File: src/rtl/seg_scan_receiver.sv
// rtl/seg_scan_receiver.sv - samples a multiplexed 7-segment scan and rebuilds the four BCD digits
// Optional watchdog: define SCAN_TIMEOUT_EN.
module seg_scan_receiver #(
    parameter int STABLE_CYCLES  = 4,
    parameter int DIG_ACTIVE_LOW = 1,
    parameter int SEG_ACTIVE_LOW = 0,
    parameter int TIMEOUT_CYCLES = 65535
) (
    input  logic        CLK,
    input  logic        RST,
    input  logic [6:0]  seg_in,
    input  logic [3:0]  dig_in,
    output logic [15:0] value,
    output logic [3:0]  digit_valid,
    output logic        frame_done,
    output logic        dec_err,
    output logic        stale
);

    typedef enum logic [1:0] {
        IDLE   = 2'd0,
        SETTLE = 2'd1,
        HOLD   = 2'd2
    } state_t;

    localparam logic [7:0] STABLE_Q = 8'(STABLE_CYCLES);

    state_t      state;
    logic [6:0]  seg_s1, seg_s2;
    logic [3:0]  dig_s1, dig_s2;
    logic [6:0]  seg_p;
    logic [3:0]  dig_p;
    logic [6:0]  seg_q;
    logic [3:0]  dig_q;
    logic [7:0]  cnt;
    logic [3:0]  seen;
    logic [3:0]  seen_next;
    logic        dig_onehot;
    logic [1:0]  dig_idx;
    logic        dec_hit;
    logic [3:0]  dec_val;
    logic        accept;

    always_comb begin
        seg_p = (SEG_ACTIVE_LOW != 0) ? ~seg_s2 : seg_s2;
        dig_p = (DIG_ACTIVE_LOW != 0) ? ~dig_s2 : dig_s2;
    end

    // The FSM judges the registered pair (seg_q, dig_q) together with its run length in cnt.
    always_comb begin
        dig_onehot = 1'b1;
        dig_idx    = 2'd0;
        case (dig_q)
            4'b0001: dig_idx = 2'd0;
            4'b0010: dig_idx = 2'd1;
            4'b0100: dig_idx = 2'd2;
            4'b1000: dig_idx = 2'd3;
            default: dig_onehot = 1'b0;
        endcase
    end

    always_comb begin
        dec_hit = 1'b1;
        dec_val = 4'd0;
        case (seg_q)
            7'h3F: dec_val = 4'd0;
            7'h06: dec_val = 4'd1;
            7'h5B: dec_val = 4'd2;
            7'h4F: dec_val = 4'd3;
            7'h66: dec_val = 4'd4;
            7'h6D: dec_val = 4'd5;
            7'h7D: dec_val = 4'd6;
            7'h07: dec_val = 4'd7;
            7'h7F: dec_val = 4'd8;
            7'h6F: dec_val = 4'd9;
            default: dec_hit = 1'b0;
        endcase
    end

    always_comb begin
        accept    = (state == SETTLE) && dig_onehot && (cnt == STABLE_Q);
        seen_next = seen | (4'b0001 << dig_idx);
    end

`ifdef SCAN_TIMEOUT_EN
    localparam int WD_W = $clog2(TIMEOUT_CYCLES + 1);
    logic [WD_W-1:0] wd;
`else
    // Watchdog not built: TIMEOUT_CYCLES has no effect on the output.
    assign stale = 1'b0 & (TIMEOUT_CYCLES != 0);
`endif

    always_ff @(posedge CLK) begin
        if (RST) begin
            seg_s1      <= '0;
            seg_s2      <= '0;
            dig_s1      <= '0;
            dig_s2      <= '0;
            seg_q       <= '0;
            dig_q       <= '0;
            cnt         <= '0;
            seen        <= '0;
            state       <= IDLE;
            value       <= '0;
            digit_valid <= '0;
            frame_done  <= 1'b0;
            dec_err     <= 1'b0;
`ifdef SCAN_TIMEOUT_EN
            wd          <= '0;
            stale       <= 1'b0;
`endif
        end else begin
            seg_s1     <= seg_in;
            seg_s2     <= seg_s1;
            dig_s1     <= dig_in;
            dig_s2     <= dig_s1;
            frame_done <= 1'b0;

            if ({seg_p, dig_p} != {seg_q, dig_q}) begin
                seg_q <= seg_p;
                dig_q <= dig_p;
                cnt   <= 8'd1;
            end else if (cnt != STABLE_Q) begin
                cnt <= cnt + 8'd1;
            end

`ifdef SCAN_TIMEOUT_EN
            if (wd == WD_W'(TIMEOUT_CYCLES - 1)) begin
                wd          <= WD_W'(TIMEOUT_CYCLES);
                stale       <= 1'b1;
                digit_valid <= '0;
                seen        <= '0;
            end else if (wd != WD_W'(TIMEOUT_CYCLES)) begin
                wd <= wd + 1'b1;
            end
            if (accept) begin
                wd    <= '0;
                stale <= 1'b0;
            end
`endif

            case (state)
                IDLE: begin
                    if (dig_onehot)
                        state <= SETTLE;
                end
                SETTLE: begin
                    if (!dig_onehot)
                        state <= IDLE;
                    else if (accept)
                        state <= HOLD;
                end
                HOLD: begin
                    // A fresh pattern always shows up as a run length of one.
                    if (cnt == 8'd1)
                        state <= dig_onehot ? SETTLE : IDLE;
                end
                default: state <= IDLE;
            endcase

            if (accept) begin
                if (dec_hit) begin
                    value[{dig_idx, 2'b00} +: 4] <= dec_val;
                    digit_valid[dig_idx]         <= 1'b1;
                    if (seen_next == 4'hF) begin
                        frame_done <= 1'b1;
                        seen       <= '0;
                    end else begin
                        seen <= seen_next;
                    end
                end else begin
                    dec_err <= 1'b1;
                end
            end
        end
    end

endmodule

File: config.mk
export PLATFORM = sky130hd
export DESIGN_NAME = seg_scan_receiver
export DESIGN_NICKNAME = d
export VERILOG_FILES = /design/src/rtl/seg_scan_receiver.sv
export SDC_FILE = /design/constraint.sdc
export NUM_CORES = 1
export LEC_CHECK = 0
export CORE_MARGIN = 2
export CORE_UTILIZATION = 50
export CTS_CLUSTER_DIAMETER = 40
export DETAILED_ROUTE_END_ITERATION = 6
export DONT_BUFFER_PORTS = 1
export GPL_TIMING_DRIVEN = 0
export PLACE_DENSITY = 0.7
export SETUP_SLACK_MARGIN = 0.05
export SLEW_MARGIN = 15
export SYNTH_ARGS = -nofsm -noshare
export SYNTH_HDL_FRONTEND = slang
export SYNTH_SLANG_ARGS = --single-unit
export TNS_END_PERCENT = 5
File: constraint.sdc
create_clock -name CLK -period 3.1 [get_ports CLK]
set_clock_uncertainty 0.1 [all_clocks]
set_input_delay 0.62 -clock CLK [delete_from_list [all_inputs] [get_ports CLK]]
set_output_delay 0.62 -clock CLK [all_outputs]
set_load 0.02 [all_outputs]
Word-level counts from Yosys, hierarchy flattened
Index checks and enable logic that the tools add are counted.
Word-level totals
  register bits: 69
  input port bits: 13
Cells by class
  $add $sub $neg: 2
  order comparisons: 2
  eq/ne operators: 24
  shift operators: 3
  mux-type cells: 17
  bitwise gates (word level): 5
  reduce and logical (&&, ||, !) cells: 12
Operator list (number)
  $eq 7x7->1 const B: 7
  $pmux 4 s9: 1
  $bwmux 16: 1
  $shift 4x6->16 const A: 1
  $shiftx 4x6->16: 1
  $eq 7x3->1 const B: 2
  $pmux 2 s3: 2
  $ne 11x11->1: 1
  $reduce_or 10->1: 1
  $add 8x1->8 const B: 1
  $eq 4x4->1 const B: 2
  $eq 8x1->1 const B: 1
  $eq 8x3->1 const B: 1
  $mux 2: 4
  $ne 8x3->1 const B: 1
  $or 4x4->4: 2
  $eq 7x6->1 const B: 1
  $mux 1: 7
  $neg 4->6: 1
  $eq 4x1->1 const B: 1
  $eq 4x2->1 const B: 1
  $eq 4x3->1 const B: 1
  $mux 4: 1
  $ne 2x2->1 const B: 2
  other kinds (17): 21

Depth between registers and ports, before layout
  word-level depth: 8
  depth in mapped cells: 9
  depth with buffers taken out: 8

Worst setup path after synthesis
OpenSTA, ideal clock, no wires.
  path kind: flip-flop to flip-flop
  from: reg dig_q[3]
  to: reg value[12]
  setup time: 0.059 ns
  arrival: 2.016 ns
  required time: 2.941 ns
  setup slack: 0.925 ns
  cell stages (with the launch flop): 10
  path buffers: 1
  clock period less this slack: 2.175 ns
  cells stage by stage: dfxtp_1 clkbuf_2 xnor2_1 nor3_1 inv_1 ha_1 nor2_1 nand4b_1 nor2_1 a22o_1
On the way
  word-level cells in the longest chain between the ends: 6
  elaborated cells between the ends (all ways): 14
RTL lines
  from (decl): RTL line 34  | logic [3:0] dig_q;
  from (signal assigned): RTL line 121  | dig_q <= dig_p;
  branches (longest 6 deep; another with $neg 4->6)
  to (signal, indexed assignment): RTL line 163  | value[{dig_idx, 2'b00} +: 4] <= dec_val;
  to (decl): RTL line 13  | output logic [15:0] value,
Parallel ways; which one is timed is not known.
A chain may end at the register's enable or synchronous reset.

Worst setup path in the final report
  from: reg dig_q[3]
  to: reg value[14]
The elaborated chain is that of the path after synthesis.

==> impl_metrics.env <==
export IMPL_yosys_area_share_xor_xnor_pct=6.46
export IMPL_slew_viol_final=0
export IMPL_start_util_pct=51.7
export IMPL_synth_area_top_cells="dfxtp_1 (49%), nor2b_1 (7.7%), ha_1 (4.4%)"
export IMPL_cellLeakagePower_nw=1.21
export IMPL_clock_insertion_delay_worst_skew_ps=350
export IMPL_numCtsBuffers=9
export IMPL_worst_r2r_cell_count=9
export IMPL_placementRows=27
export IMPL_postCtsSetupBuffers=0
export IMPL_standard_cell_with_the_maximum_stage_delay_on_the_critical_path="nor3_1"
export IMPL_worstSetupEndpointType="flip-flop"
export IMPL_report_power_total_mw=1.77
export IMPL_initial_antenna_violation_count=0
export IMPL_synthDominantAreaCellType="dfxtp_1"
export IMPL_max_cap_violations=0
export IMPL_crit_path_frequent_cell="nor2_1"
export IMPL_path_max_fanout=7
export IMPL_timing_reg2reg_setup_slack_ps=520
export IMPL_critical_path_max_stage_delay_ps=620
export IMPL_synth_compound_area_share_pct=10.5
export IMPL_r2r_start="dig_q[3]"
export IMPL_dominant_combinational_cell_family_by_area_after_synthesis="simple AND/OR/NAND/NOR gates"
export IMPL_vias=1927
export IMPL_clk_root_buffer_cell="clkbuf_8"
export IMPL_vdd_drop_max_uv=321
export IMPL_synth_area_per_cell_um2=9.62
export IMPL_pre_cts_ws_ps=501
export IMPL_detailedPlacementHpwl_um=3540
export IMPL_netlist_area_um2=2850
export IMPL_die_x_um=79.5
export IMPL_worstHoldEndpoint="seg_s1[2]"
export IMPL_hold_viol=0
export IMPL_max_slew_margin_rel_pct=46.2
export IMPL_synth_most_common_cell="dfxtp_1"
export IMPL_max_freq_mhz=388
export IMPL_syn_nets=319
export IMPL_design_die_area_um2=6320
export IMPL_antennaDiodeCount=0
export IMPL_wire_per_inst_um=13.1
export IMPL_portBuffers=0
export IMPL_crit_path_cell_trace="clkbuf_2 -> xnor2_1 -> nor3_1 -> inv_1 -> ha_1 -> nor2_1 -> nand4b_1 -> nor2_1 -> a22o_1"
export IMPL_grt_usage_pct=17.9
export IMPL_number_of_buffers_on_the_longest_clock_path=2
export IMPL_place_gp_congestion=0.869
export IMPL_path_class="flip-flop to flip-flop"
export IMPL_setup_violations_final=0
export IMPL_synthesis_yosys_warnings=0
export IMPL_ys_ff_latch=69
export IMPL_gr_total_overflow=0
export IMPL_drt_pass1_iterations=4
export IMPL_grt_pass1_wl_um=8490
export IMPL_postCtsHoldBufs=0
export IMPL_core_ar_um2=5510
export IMPL_share_of_the_core_filled_with_cells_in_the_final_layout_pct=57.1
export IMPL_final_min_clock_period_ps=2580
export IMPL_synth_fa_ha_area_share_pct=4.39
export IMPL_multiplexer_fraction_of_the_synthesized_cell_area_pct=2.81
export IMPL_post_route_cell_area_um2=3140
export IMPL_post_route_period_util_pct=83.1
export IMPL_setup_tns_ps=0
export IMPL_synth_top_cells_by_count="dfxtp_1 (69), nor2b_1 (35), nor2_1 (32)"
export IMPL_cts_num_sinks=69
export IMPL_post_synth_inst_count=296
export IMPL_synthSimpleGateAreaFrac_pct=23.5
export IMPL_drt_first_iter_violations=77
export IMPL_drcViolationCount=0
export IMPL_num_fill_cells=486
export IMPL_grt_start_max_net_pins=14
export IMPL_hp_start="seg_in[2]"
export IMPL_max_slew_worst_pin_slew_ps=800
export IMPL_worst_hold_path_type="input port to flip-flop"
export IMPL_synth_edf_count=0
export IMPL_min_delay_path_depth=1
export IMPL_ant_nets=0
export IMPL_power_per_cell_area_nw_per_um2=563
export IMPL_outcome="complete, no violations"
export IMPL_netlist_area_leader_share_pct=48.5
export IMPL_design_final_nets=330
export IMPL_clk_pin_slew_ps=80
export IMPL_drt_wl_total_um=5020
export IMPL_clock_tree_htree_level_count=3
export IMPL_worst_endpoint_required_ps=3300
export IMPL_synth_cell_types=46
export IMPL_critPathLaunchType="flip-flop"
export IMPL_via_count_of_the_first_global_routing_pass=1843
export IMPL_data_arrival_time_of_the_critical_path_ps=2770
export IMPL_drive_above_1_share_pct=8.33
export IMPL_placed_area_um2=2940
export IMPL_p_r_area_growth_vs_syn_pct=10.4
export IMPL_ys_seq_area_share_pct=48.5
export IMPL_vias_per_cell=5.02
export IMPL_cts_resized_gates=0
export IMPL_io_pins=36
export IMPL_postLayoutSetupSlackWorst_ps=523
export IMPL_ys_async_sr_fraction_pct=0
export IMPL_unrepaired_setup_endpoints_after_global_routing="no"
export IMPL_floorplan_die_height_um=79.5
export IMPL_cts_tree="done"
export IMPL_rr_endpoint="value[14]"
export IMPL_synth_main_ff_cell="dfxtp_1"
[final cells by class]
type | instances | area, um2 | area share [%]
multi-input combinational | 204 | 1360 | 43.3
buffer | 15 | 73.8 | 2.35
inverter | 8 | 30.0 | 0.955
tap | 72 | 90.1 | 2.87
sequential | 69 | 1380 | 43.9
clock buffer | 10 | 138 | 4.38
clock inverter | 6 | 68.8 | 2.19
[kinds of logic after synthesis]
| family | after synthesis |
|---|---|
| and+or+nand+nor | 123 |
| DFF | 69 |
| AOI/OAI and AO/OA | 41 |
| buffers and inverters | 23 |
| xor gates and xnor gates | 21 |
| adders and majority gates | 10 |
| muxes | 8 |
| other | 1 |
[critical path: cells and delay by family, from the launching register on]
family                     cells  cell delay [ps]
DFF                            1              300
xor gates and xnor gates       1              140
and+or+nand+nor                4             1120
AOI/OAI and AO/OA              1              120
adders and majority gates      1              370
buffers and inverters          2              370
[state kept, by name, indices dropped and copies added, names as in the netlist]
signal       cells
dig_s2           4
state            2
frame_done       1
seen             4
seg_p            7
digit_valid      4
seg_q            7
dig_s1           4
dig_q            4
seg_s1           7
value           16
dec_err          1
cnt              8
[cell usage in the layout (no fill, tap or decap), drive strengths merged, types with 2 or more instances in the layout]
| cell | n |
|---|---|
| buf | 4 |
| and3 | 5 |
| o22ai | 2 |
| nand2b | 12 |
| o21a | 2 |
| nand4 | 4 |
| a2111oi | 2 |
| xnor2 | 12 |
| ha | 10 |
| inv | 10 |
| clkbuf | 21 |
| nor3 | 5 |
| or3 | 2 |
| nor2 | 32 |
| nand2 | 12 |
| a22o | 6 |
| dfxtp | 69 |
| a21oi | 17 |
| o2bb2ai | 2 |
| nand3 | 9 |
| nor2b | 35 |
| mux2i | 8 |
| xor2 | 9 |
| clkinv | 2 |
[per-layer routing]
metal,up-vias,global-route usage (%),routed length (um)
met1,866,20.8,2370
li1,1012,-,-
met5,-,0,0
met3,9,7.92,291
met2,40,27.8,2260
met4,0,8.79,106
[where the power goes]
| group | total [mW] | internal, mW | switching [mW] |
|---|---|---|---|
| Clock | 0.756 | 0.399 | 0.357 |
| Sequential | 0.919 | 0.907 | 0.0124 |
| Combinational | 0.0955 | 0.0405 | 0.0550 |
[worst max-delay path by stage]
stage | endpoint | cells after the start | from | slack, ps
2_1_floorplan | value[12] | 9 | dig_q[3] | 930
3_3_place_gp | seen[1] | 9 | dig_q[3] | 580
3_5_place_dp | seen[3] | 9 | dig_q[3] | 500
4_1_cts | seen[2] | 9 | dig_q[3] | 480
5_1_grt | seen[3] | 9 | dig_q[3] | 280
6_report | value[14] | 9 | dig_q[3] | 520
[per-stage QoR]
stage                     std cells  hold WS, ps
after floorplan                 296          312
after global placement          368          318
after detailed placement        368          321
after CTS                       384          280
after global routing            384          288
final                           384          295
Note: power is estimated with default switching activity, not from simulation.
